<file path="src/rtl/mdu_pkg.sv">
// Shared encodings and helpers for the iterative multiply/divide unit.
package mdu_pkg;

    localparam logic MDU_MULT = 1'b0;
    localparam logic MDU_DIV  = 1'b1;

    localparam logic [1:0] IDLE = 2'd0;
    localparam logic [1:0] RUN  = 2'd1;
    localparam logic [1:0] FIN  = 2'd2;
    localparam logic [1:0] DZ   = 2'd3;

    // Wide enough for a 2*WIDTH product at any practical WIDTH; callers cast in and out.
    localparam int unsigned MDU_NEG_W = 256;

    function automatic logic [MDU_NEG_W-1:0] mdu_negate(input logic [MDU_NEG_W-1:0] v,
                                                        input logic en);
        return en ? (~v + 1'b1) : v;
    endfunction

endpackage

</file>
<file path="src/rtl/mdu_iter_step.sv">
// One combinational iteration: shift-add multiply or restoring-divide step.
module mdu_iter_step
    import mdu_pkg::*;
#(
    parameter int unsigned WIDTH = 32
) (
    input  logic               mode,
    input  logic [2*WIDTH:0]   acc_in,
    input  logic [WIDTH-1:0]   operand,
    output logic [2*WIDTH:0]   acc_out
);

    logic [WIDTH:0]   upper;
    logic [WIDTH-1:0] lower;
    logic [WIDTH:0]   sum;
    logic [WIDTH:0]   rem;
    logic [WIDTH:0]   diff;

    always_comb begin
        upper   = acc_in[2*WIDTH:WIDTH];
        lower   = acc_in[WIDTH-1:0];
        sum     = upper;
        rem     = '0;
        diff    = '0;
        acc_out = '0;
        if (mode == MDU_MULT) begin
            if (lower[0]) begin
                sum = upper + {1'b0, operand};
            end
            acc_out = {1'b0, sum, lower[WIDTH-1:1]};
        end else begin
            // Remainder lives in the upper half, quotient bits shift in at the bottom.
            rem  = {upper[WIDTH-1:0], lower[WIDTH-1]};
            diff = rem - {1'b0, operand};
            if (rem >= {1'b0, operand}) begin
                acc_out = {diff, lower[WIDTH-2:0], 1'b1};
            end else begin
                acc_out = {rem, lower[WIDTH-2:0], 1'b0};
            end
        end
    end

endmodule

</file>
<file path="src/rtl/mult_div_unit.sv">
// Iterative signed/unsigned multiply/divide engine with start/done handshake
// writing HI/LO; raises div0 on division by zero.
module mult_div_unit
    import mdu_pkg::*;
#(
    parameter int unsigned WIDTH = 32
) (
    input  logic             clk,
    input  logic             reset,
    input  logic             start,
    input  logic             op,
    input  logic             sgn,
    input  logic [WIDTH-1:0] a,
    input  logic [WIDTH-1:0] b,
    output logic             busy,
    output logic             done,
    output logic             div0,
    output logic [WIDTH-1:0] hi,
    output logic [WIDTH-1:0] lo
);

    localparam int unsigned CNT_W = $clog2(WIDTH + 1);

    logic [1:0]         state_q;
    logic [CNT_W-1:0]   cnt_q;
    logic               op_q;
    logic               neg_q;      // product or quotient sign
    logic               neg_r_q;    // remainder sign
    logic [2*WIDTH:0]   acc_q;
    logic [WIDTH-1:0]   opnd_q;

    logic [2*WIDTH:0]   acc_step;
    logic [WIDTH-1:0]   abs_a;
    logic [WIDTH-1:0]   abs_b;
    logic [2*WIDTH-1:0] prod_fin;
    logic [WIDTH-1:0]   quot_fin;
    logic [WIDTH-1:0]   rem_fin;

    mdu_iter_step #(
        .WIDTH (WIDTH)
    ) u_step (
        .mode    (op_q),
        .acc_in  (acc_q),
        .operand (opnd_q),
        .acc_out (acc_step)
    );

    always_comb begin
        abs_a    = (sgn && a[WIDTH-1]) ? (~a + 1'b1) : a;
        abs_b    = (sgn && b[WIDTH-1]) ? (~b + 1'b1) : b;
        prod_fin = (2*WIDTH)'(mdu_negate(MDU_NEG_W'(acc_q[2*WIDTH-1:0]), neg_q));
        quot_fin = WIDTH'(mdu_negate(MDU_NEG_W'(acc_q[WIDTH-1:0]), neg_q));
        rem_fin  = WIDTH'(mdu_negate(MDU_NEG_W'(acc_q[2*WIDTH-1:WIDTH]), neg_r_q));
    end

    always_ff @(posedge clk) begin
        if (reset) begin
            state_q <= IDLE;
            cnt_q   <= '0;
            op_q    <= MDU_MULT;
            neg_q   <= 1'b0;
            neg_r_q <= 1'b0;
            acc_q   <= '0;
            opnd_q  <= '0;
            busy    <= 1'b0;
            done    <= 1'b0;
            div0    <= 1'b0;
            hi      <= '0;
            lo      <= '0;
        end else begin
            done <= 1'b0;
            div0 <= 1'b0;
            case (state_q)
                IDLE: begin
                    // A start coinciding with the done pulse is dropped, not queued.
                    if (start && !done) begin
                        op_q    <= op;
                        neg_q   <= sgn & (a[WIDTH-1] ^ b[WIDTH-1]);
                        neg_r_q <= sgn & a[WIDTH-1];
                        acc_q   <= {{(WIDTH+1){1'b0}}, abs_a};
                        opnd_q  <= abs_b;
                        cnt_q   <= '0;
                        busy    <= 1'b1;
                        state_q <= (op == MDU_DIV && b == '0) ? DZ : RUN;
                    end
                end
                RUN: begin
                    acc_q <= acc_step;
                    cnt_q <= cnt_q + CNT_W'(1);
                    if (cnt_q == CNT_W'(WIDTH - 1)) begin
                        state_q <= FIN;
                    end
                end
                FIN: begin
                    if (op_q == MDU_MULT) begin
                        hi <= prod_fin[2*WIDTH-1:WIDTH];
                        lo <= prod_fin[WIDTH-1:0];
                    end else begin
                        hi <= rem_fin;
                        lo <= quot_fin;
                    end
                    done    <= 1'b1;
                    busy    <= 1'b0;
                    state_q <= IDLE;
                end
                DZ: begin
                    done    <= 1'b1;
                    div0    <= 1'b1;
                    busy    <= 1'b0;
                    state_q <= IDLE;
                end
                default: state_q <= IDLE;
            endcase
        end
    end

endmodule
</file>
<file path="config.mk">
export PLATFORM = sky130hd
export DESIGN_NAME = mult_div_unit
export DESIGN_NICKNAME = d
export VERILOG_FILES = /design/src/rtl/mdu_pkg.sv /design/src/rtl/mdu_iter_step.sv /design/src/rtl/mult_div_unit.sv
export SDC_FILE = /design/constraint.sdc
export NUM_CORES = 1
export LEC_CHECK = 0
export BUFFER_PORTS_ARGS = -buffer_cell sky130_fd_sc_hd__buf_2
export CAP_MARGIN = 10
export CORE_MARGIN = 4
export CORE_UTILIZATION = 55
export CTS_BUF_LIST = sky130_fd_sc_hd__clkbuf_8
export DETAILED_ROUTE_END_ITERATION = 10
export MAX_ROUTING_LAYER = met4
export PLACE_DENSITY = 0.75
export REMOVE_ABC_BUFFERS = 1
export SYNTH_ARGS = -nofsm -noshare
export SYNTH_HDL_FRONTEND = slang
export SYNTH_SLANG_ARGS = --single-unit
</file>
<file path="constraint.sdc">
create_clock -name clk -period 8.25 [get_ports clk]
set_input_delay 1.2375 -clock clk [delete_from_list [all_inputs] [get_ports clk]]
set_output_delay 1.2375 -clock clk [all_outputs]
set_load 0.03 [all_outputs]
</file>
==> results of run 1 <==
## per-layer routing
| layer | wire (um) | part of all wire (%) | track usage (%) | vias up |
|---|---|---|---|---|
| met5 | 0 | 0 | - | - |
| met4 | 1200 | 2.7 | 10.03 | 0 |
| met3 | 3498 | 8.0 | 5.499 | 97 |
| met2 | 19710 | 45 | 48.47 | 578 |
| met1 | 19350 | 44 | 42.43 | 6646 |
| li1 | - | - | - | 6887 |
## registers in the layout, summed over array words and instances, names as in the netlist, 2 cells and up
| register | cells |
|---|---|
| acc_q | 65 |
| opnd_q | 32 |
| state_q | 2 |
| hi | 32 |
| lo | 32 |
| cnt_q | 6 |
## cell type report
| cell class | count | area (um2) | area share (%) |
|---|---|---|---|
| well taps | 324 | 405.4 | 2.688 |
| repair buffers | 150 | 790.8 | 5.244 |
| clock inverters | 14 | 190.2 | 1.261 |
| multi-input cells | 1474 | 9716 | 64.43 |
| inverters | 60 | 225.2 | 1.494 |
| flip-flops and latches | 175 | 3505 | 23.24 |
| clock buffers | 18 | 247.7 | 1.643 |
## worst max-delay path, cell delays in order (launching register included)
cell	delay (ps)
dfxtp_1	580
ha_1	370
a21o_1	220
a211oi_1	310
or3b_1	380
o21ai_1	330
o31ai_1	130
a21o_1	400
nor2_1	470
buf_4	260
a211oi_1	90
o311a_1	350
## per-stage QoR
stage               hold slack, ps  TNS, ps  cells
floorplan                    442.5   -34830   1709
global placement             437.5        0   2183
detailed placement           449.0        0   2183
CTS                          464.0        0   2215
global route                 479.4        0   2215
finish                       462.4        0   2215
## placed cells by master (no fill, tap or decap), types with 9 or more instances in the layout
cell type,count
inv_1,60
ha_1,69
a31oi_1,20
mux2i_1,38
or3_1,28
a21oi_1,168
nand3_1,49
nand2b_1,11
a22oi_1,11
o21a_1,12
and3_1,18
nor4_1,15
o41ai_1,15
a21o_1,43
buf_2,134
o211ai_1,10
nand4_1,12
a211oi_1,138
xnor2_1,64
dfxtp_1,174
clkbuf_8,18
o31ai_1,27
a21boi_0,9
o21ai_0,109
a311oi_1,12
buf_4,16
nor2_1,166
xor2_1,96
nor2b_1,16
nor3_1,38
nand2_1,148
or4_1,13
## power groups by stage
stage / combinational [mW] / sequential (mW) / clock, mW
after floorplan: 0.480 / 0.953 / 0
after global placement: 0.663 / 0.965 / 0
after detailed placement: 0.672 / 0.966 / 0
after CTS: 0.677 / 0.947 / 0.668
after global routing: 0.757 / 0.956 / 0.701
final: 0.690 / 0.949 / 0.662
## cells by family (layout without fill, tap and decap cells)
kind of cell / count (synthesis) / in the layout
compound gates: 640 / 640
simple gates: 557 / 557
buf+inv: 190 / 242
flops: 175 / 175
xor+xnor: 160 / 160
fa+ha+maj: 71 / 71
mux: 46 / 46
## final timing paths
| path | startpoint | endpoint | slack, ps | cells past startpoint |
|---|---|---|---|---|
| setup / recovery | acc_q[43] | acc_q[34] | 4240 | 11 |
| hold / removal | hi[27] | hi[27] | 460 | 2 |
| setup reg to reg | acc_q[43] | acc_q[34] | 4240 | 11 |
| hold reg to reg | hi[27] | hi[27] | 460 | 2 |
==> flow_summary_export.csv, run 1 <==
group,metric,value,unit
outcome,status,"completed",
timing,slew_violations,0,
synthesis,synth.area.top_cells,"dfxtp_1 25%, a211oi_1 7.4%, ha_1 6.2%",
layout,fill_cells,2296,
clocking,clk_pin_slew_worst_paths,110,ps
worst_setup_path,crit_type,"register to register",
synthesis,syn_inst,1839,
synthesis,yosys-top-cells-count,"175 x dfxtp_1, 168 x a21oi_1, 167 x nor2_1, 148 x nand2_1, 138 x a211oi_1",
clocking,cts_root_buf,"clkbuf_8",
worst_setup_path,worst-path-max-fanout,16,
synthesis,synth_top_area_share,25.18,%
global_route,gr-total-overflow,0,
synthesis,synth-seq-cells,175,
synthesis,synthMuxAreaShare,3.381,%
pwr,sw_frac_of_total,39.74,%
synthesis,synth-simple-area-share,19.52,%
worst_setup_path,worstPathArrival,4410,ps
pwr,power_density,152.6,mW/mm2
route,ant_nets,0,
synthesis,seq_area_frac_synth,25.18,%
synthesis,yosys_warnings,0,
timing,skew,21.93,ps
layout,n_antenna_cell,0,
synthesis,synth_top_flop_cell,"dfxtp_1",
route,routed_wl,43.76,mm
pwr,comb_power_share,30.0,%
timing,slew_headroom,25.63,%
pwr,vdd_ir_drop_max,0.08222,mV
synthesis,async_flop_share,0,%
worst_setup_path,cp-end-kind,"register",
pwr,p_total,2.301,mW
clocking,htree_levels,4,
layout,drive_gt1_share,11.69,%
synthesis,synth.most_common_cell,"dfxtp_1",
route,wl_per_cell,19.76,um
clocking,numCtsBuffers,17,
route,vias,14210,
clocking,ctsHoldBuffers,0,
synthesis,synth_edf_count,0,
floorplan,rows,57,
route,route.detailed.drc,0,
floorplan,core_region_area,0.02460,mm2
global_route,grt_pass1_wl,71.21,mm
pwr,p_int,1.387,mW
floorplan,die_h,167.1,um
timing,period_needed,4015,ps
timing,finalWorstSetupSlack,4235,ps
synthesis,synth-xor-area-share,10.07,%
global_route,grt_max_degree,106,
placed_design,dp_slack,4048,ps
synthesis,synth_fa_ha_area_share,6.493,%
timing,setup_viol,0,
clocking,cts_buffer_depth,2,
pwr,leakage,6.077,nW
timing,tightest_slew,1114,ps
floorplan,pin_count,136,
placed_design,placed_cell_area,0.01464,mm2
route,drt_first_pass_iters,6,
pwr,power_frac_clock,28.8,%
clocking,cts_resized,0,
floorplan,die_x,167.1,um
layout,syn_to_final_growth,8.382,%
global_route,grt_use_total,31.55,%
synthesis,yosys.area.top_type,"dfxtp_1",
run,timing.max_cap.violations,0,
route,drt-initial-drc-count,1048,
synthesis,avgSynthCellArea,7.566,um2
synthesis,synth-compound-area-share,30.15,%
timing,finalCritPeriodShare,48.66,%
layout,final_cell_area,0.01508,mm2
pwr,seqPwrFrac,41.3,%
layout,finish.utilization,61.29,%
placed_design,hpwl,31.52,mm
global_route,grt_pass1_vias,13440,
synthesis,synth_top_family_by_area,"compound AO/OA/AOI/OAI gates",
placed_design,numPortBuffers,135,
clocking,cts_tree,"done",
floorplan,die_area,0.02791,mm2
layout,final_nets,2018,
placed_design,place.gp.congestion,1.032,
timing,max_freq,0.2491,GHz
clocking,clkLatencyLatePin,510,ps
timing,finalHoldViolCount,0,
timing,rsz0062_at_grt,"false",
synthesis,syn_area,0.01391,mm2
clocking,cts.sinks,175,
worst_setup_path,cp-start-kind,"register",
min_path,hp-class,"register to register",
pwr,switchingPower,0.9143,mW
synthesis,synth_cell_type_count,77,
floorplan,start_util,56.55,%
route,via_per_inst,6.414,
worst_setup_path,required,8640,ps
global_route,antenna_found_initial,0,
clocking,cts_setup_buffers,0,
Note: power is estimated with default switching activity, not from simulation.
==> inputs of run 2 (changes only) <==
--- a/config.mk
+++ b/config.mk
@@ -12,7 +12,7 @@
 export CTS_BUF_LIST = sky130_fd_sc_hd__clkbuf_8
 export DETAILED_ROUTE_END_ITERATION = 10
 export MAX_ROUTING_LAYER = met4
-export PLACE_DENSITY = 0.75
+export PLACE_DENSITY = 0.78
 export REMOVE_ABC_BUFFERS = 1
 export SYNTH_ARGS = -nofsm -noshare
 export SYNTH_HDL_FRONTEND = slang
==> constraint.sdc (replaced) <==
create_clock -name clk -period 3.5 [get_ports clk]
set_input_delay 0.525 -clock clk [delete_from_list [all_inputs] [get_ports clk]]
set_output_delay 0.525 -clock clk [all_outputs]
set_load 0.03 [all_outputs]
==> run 2 against run 1 <==
Net effect:
- critical path depth unchanged
- sequential power grew 130%
- via count up 2.0%
- largest power group unchanged
==> flow_summary_export.csv, run 2 (synthesis gave the netlist of run 1 again) <==
group,metric,value,unit
route,via_per_inst,6.372,
global_route,grt_pass1_vias,13880,
outcome,status,"completed",
worst_setup_path,required,3890,ps
placed_design,numPortBuffers,135,
global_route,antenna_found_initial,0,
clocking,cts_buffer_depth,2,
clocking,numCtsBuffers,17,
timing,slew_headroom,25.04,%
timing,slew_violations,0,
floorplan,start_util,56.55,%
global_route,grt_max_degree,94,
placed_design,hpwl,32.91,mm
floorplan,pin_count,136,
clocking,cts.sinks,175,
layout,final_common_cell,"dfxtp_1",
pwr,power_density,352.7,mW/mm2
floorplan,die_area,0.02791,mm2
global_route,gr-total-overflow,0,
placed_design,place.gp.congestion,1.019,
floorplan,die_h,167.1,um
layout,final_nets,2076,
worst_setup_path,rrSetupSlack,140,ps
pwr,p_total,5.477,mW
route,drt_first_pass_iters,7,
clocking,cts_resized,0,
timing,max_freq,0.2976,GHz
worst_setup_path,worstPathArrival,3750,ps
clocking,cts_setup_buffers,0,
timing,finalCritPeriodShare,96.01,%
clocking,ctsHoldBuffers,0,
floorplan,core_region_area,0.02460,mm2
clocking,clkLatencyLatePin,490,ps
worst_setup_path,worst-path-max-fanout,8,
run,timing.max_cap.violations,0,
route,routed_wl,44.45,mm
global_route,grt_use_total,31.72,%
worst_setup_path,cp-end-kind,"register",
layout,syn_to_final_growth,11.61,%
clocking,cts_tree,"done",
route,wl_per_cell,19.55,um
clocking,htree_levels,4,
floorplan,die_x,167.1,um
route,drt-initial-drc-count,1132,
placed_design,placed_cells,2241,
worst_setup_path,crit_type,"register to register",
min_path,hp-class,"primary input to register",
clocking,clk_pin_slew_worst_paths,120,ps
worst_setup_path,cp-start-kind,"register",
route,vias,14490,
timing,setup_viol,0,
timing,period_needed,3360,ps
global_route,grt_pass1_wl,71.64,mm
floorplan,rows,57,
layout,instances_no_fill,2274,
layout,fill_cells,2239,
timing,skew,25.90,ps
timing,tightest_slew,1124,ps
layout,top_register,"acc_q",
pwr,vdd_ir_drop_max,0.2169,mV
layout,final_cell_mix,"174 x dfxtp_1, 167 x nor2_1, 167 x a21oi_1",
layout,largest_reg_flops,65,
layout,drive_gt1_share,14.42,%
route,route.detailed.drc,0,
timing,finalHoldViolCount,0,
clocking,cts_root_buf,"clkbuf_8",
timing,rsz0062_at_grt,"false",
route,ant_nets,0,
pwr,leakage,6.376,nW
run 2: critical path, stage by stage (launching register included):
cell and delay [ps]:
dfxtp_1 430, ha_1 440, nand3_1 140, o21bai_1 210, a21boi_0 340, o21ai_1 180, o31ai_1 370, a21oi_2 150
a21oi_1 470, buf_4 230, a21oi_1 70, a32o_1 260
run 2: where the power goes:
part	switching, mW	total [mW]	internal (mW)
clock network	0.997	1.57	0.568
logic	1.05	1.70	0.656
registers	0.130	2.21	2.08
total	2.17	5.48	3.30
run 2: per-stage QoR:
step	hold slack [ps]	util, %	cell area, um2	TNS (ps)	setup WS [ps]
final	303.8	63.11	15530	0	139.6
after CTS	285.9	63.04	15510	0	214.3
after detailed placement	445.5	61.25	15070	0	126.4
after global placement	436.8	61.25	15070	0	197.7
after floorplan	442.5	-	13420	-367450	-5630
after global routing	313.6	63.10	15530	0	25.88
run 2: path summary, 6_finish.rpt:
kind / depth (start not counted) / start / end
max: 11 / acc_q[35] / acc_q[59]
min reg2reg: 2 / hi[8] / hi[8]
max reg2reg: 11 / acc_q[35] / acc_q[59]
min: 3 / op / op_q
run 2: cell type report:
| cell class | instances | area [um2] | share of cell area, % |
|---|---|---|---|
| inverters | 60 | 225.2 | 1.450 |
| diodes | 1 | 2.502 | 0.01611 |
| clock inverters | 15 | 207.7 | 1.338 |
| flip-flops and latches | 175 | 3505 | 22.57 |
| well taps | 324 | 405.4 | 2.611 |
| clock buffers | 17 | 234.0 | 1.507 |
| repair buffers | 208 | 1226 | 7.896 |
| multi-input cells | 1474 | 9723 | 62.61 |
run 2: layer usage:
layer,up-vias,GRT usage [%],routed length (um)
li1,6990,-,-
met1,6868,39.67,18730
met2,533,51.18,20770
met3,98,6.115,3542
met4,0,11.53,1413
met5,-,-,0
==> inputs of run 3 (changes only) <==
--- a/config.mk
+++ b/config.mk
@@ -8,11 +8,11 @@
 export BUFFER_PORTS_ARGS = -buffer_cell sky130_fd_sc_hd__buf_2
 export CAP_MARGIN = 10
 export CORE_MARGIN = 4
-export CORE_UTILIZATION = 55
+export CORE_UTILIZATION = 56
 export CTS_BUF_LIST = sky130_fd_sc_hd__clkbuf_8
 export DETAILED_ROUTE_END_ITERATION = 10
 export MAX_ROUTING_LAYER = met4
-export PLACE_DENSITY = 0.78
+export PLACE_DENSITY = 0.79
 export REMOVE_ABC_BUFFERS = 1
 export SYNTH_ARGS = -nofsm -noshare
 export SYNTH_HDL_FRONTEND = slang
==> run 3 against run 2 <==
Net effect:
- clock power barely moved
- clock skew shrank 5.0 ps
- sequential power about the same
- register-to-register slack improved by 95 ps
- power is 1.1% higher
- largest power group unchanged
==> flow_summary_export.csv, run 3 (synthesis gave the netlist of run 1 again) <==
group,metric,value,unit
outcome,status,"completed",
layout,final_cell_mix,"174 x dfxtp_1, 167 x nor2_1, 166 x a21oi_1",
global_route,grt_use_met3,6.864,%
route,routed_wl,44.91,mm
pwr,vdd_ir_drop_max,0.2278,mV
worst_setup_path,required,3830,ps
timing,fin_hold_ws,305.9,ps
timing,skew,20.92,ps
pwr,sw_frac_of_total,39.07,%
floorplan,pin_count,136,
run,timing.max_cap.violations,0,
floorplan,start_util,57.04,%
global_route,grt_use_total,32.01,%
layout,largest_reg_flops,65,
floorplan,die_x,165.6,um
timing,setup_viol,0,
timing,max_freq,0.3063,GHz
worst_setup_path,worstPathArrival,3600,ps
clocking,numCtsBuffers,17,
global_route,antenna_found_initial,0,
route,drt-initial-drc-count,1194,
global_route,grt_pass1_vias,13900,
route,wl_per_cell,19.70,um
clocking,cts_buffer_depth,2,
pwr,leakage,6.418,nW
clocking,cts.sinks,175,
timing,finalHoldViolCount,0,
timing,period_needed,3265,ps
timing,slew_headroom,21.42,%
clocking,clkLatencyLatePin,480,ps
floorplan,die_area,0.02743,mm2
global_route,grt_use_met1,40.41,%
route,drt_first_pass_iters,6,
clocking,cts_root_buf,"clkbuf_8",
floorplan,die_h,165.6,um
global_route,gr-total-overflow,0,
pwr,power_frac_clock,28.6,%
pwr,p_total,5.537,mW
layout,syn_to_final_growth,12.09,%
pwr,seqPwrFrac,39.9,%
layout,final_common_cell,"dfxtp_1",
timing,tightest_slew,1179,ps
worst_setup_path,cp-start-kind,"register",
timing,setup-tns-final,0,ps
route,route.detailed.drc,0,
placed_design,numPortBuffers,135,
pwr,switchingPower,2.163,mW
placed_design,place.gp.congestion,1.033,
floorplan,rows,57,
layout,drive_gt1_share,14.72,%
route,ant_nets,0,
layout,finish.utilization,63.94,%
worst_setup_path,crit_type,"register to register",
global_route,busiest_layer,"met2",
clocking,htree_levels,4,
layout,n_antenna_cell,0,
timing,finalWorstSetupSlack,235.1,ps
placed_design,dp_slack,192.2,ps
worst_setup_path,cp-end-kind,"register",
clocking,clk_pin_slew_worst_paths,120,ps
worst_setup_path,worst-path-max-fanout,8,
global_route,grt_max_degree,84,
global_route,grt_pass1_wl,71.62,mm
timing,slew_violations,0,
pwr,power_density,355.0,mW/mm2
pwr,comb_power_share,31.5,%
placed_design,hpwl,33.32,mm
clocking,cts_tree,"done",
clocking,cts_setup_buffers,0,
route,via_per_inst,6.463,
global_route,use_met2,50.82,%
route,vias,14740,
min_path,hp-class,"primary input to register",
layout,top_register,"acc_q",
timing,rsz0062_at_grt,"false",
floorplan,core_region_area,0.02439,mm2
layout,final_nets,2083,
pwr,p_int,3.374,mW
timing,finalCritPeriodShare,93.28,%
## run 3: metrics by stage
step / cell area (um2) / instances
6_report: 15600 / 2280
5_1_grt: 15600 / 2280
4_1_cts: 15580 / 2280
3_5_place_dp: 15130 / 2248
3_3_place_gp: 15130 / 2248
2_1_floorplan: 13420 / 1709
## run 3: critical path, stage by stage, from the launching register on
cell and delay [ps]:
dfxtp_1 420, or4_4 590, or4_4 470, nor4_4 300
nand3_1 270, nand2_1 190, nand2_1 120, o21ai_0 200
xor2_1 410, a211oi_1 130
## run 3: worst paths after layout
| kind | depth (start not counted) | end | from | slack, ps |
|---|---|---|---|---|
| worst min register to register | 2 | hi[5] | hi[5] | 450 |
| worst max register to register | 9 | hi[19] | acc_q[20] | 240 |
| worst max-delay path | 9 | hi[19] | acc_q[20] | 240 |
| worst min-delay path | 3 | op_q | op | 310 |
## run 3: area by class of cell
cell class	count	area [um2]
clock buffer	17	234.0
clock inverter	15	210.2
sequential	175	3505
multi-input combinational	1474	9724
tap	324	405.4
inverter	60	225.2
timing repair buffer	215	1291
fill	2262	8796
## run 3: repair_timing
| action | in CTS | in global routing |
|---|---|---|
| endpoints found under the setup margin | 0 | 8 |
| hold buffers | 0 | 0 |
| resized for setup | 0 | 4 |
## run 3: power by group through the flow
stage	Combinational (mW)	Sequential [mW]	Clock, mW
2_1_floorplan	1.13	2.25	0
3_5_place_dp	1.68	2.25	0
5_1_grt	1.90	2.23	1.68
3_3_place_gp	1.66	2.25	0
6_report	1.74	2.21	1.58
4_1_cts	1.70	2.21	1.60
## run 3: layer usage
metal / vias up / part of all wire [%]
li1: 7014 / -
met5: - / 0
met2: 670 / 46
met4: 0 / 3.6
met3: 117 / 9.2
met1: 6934 / 41
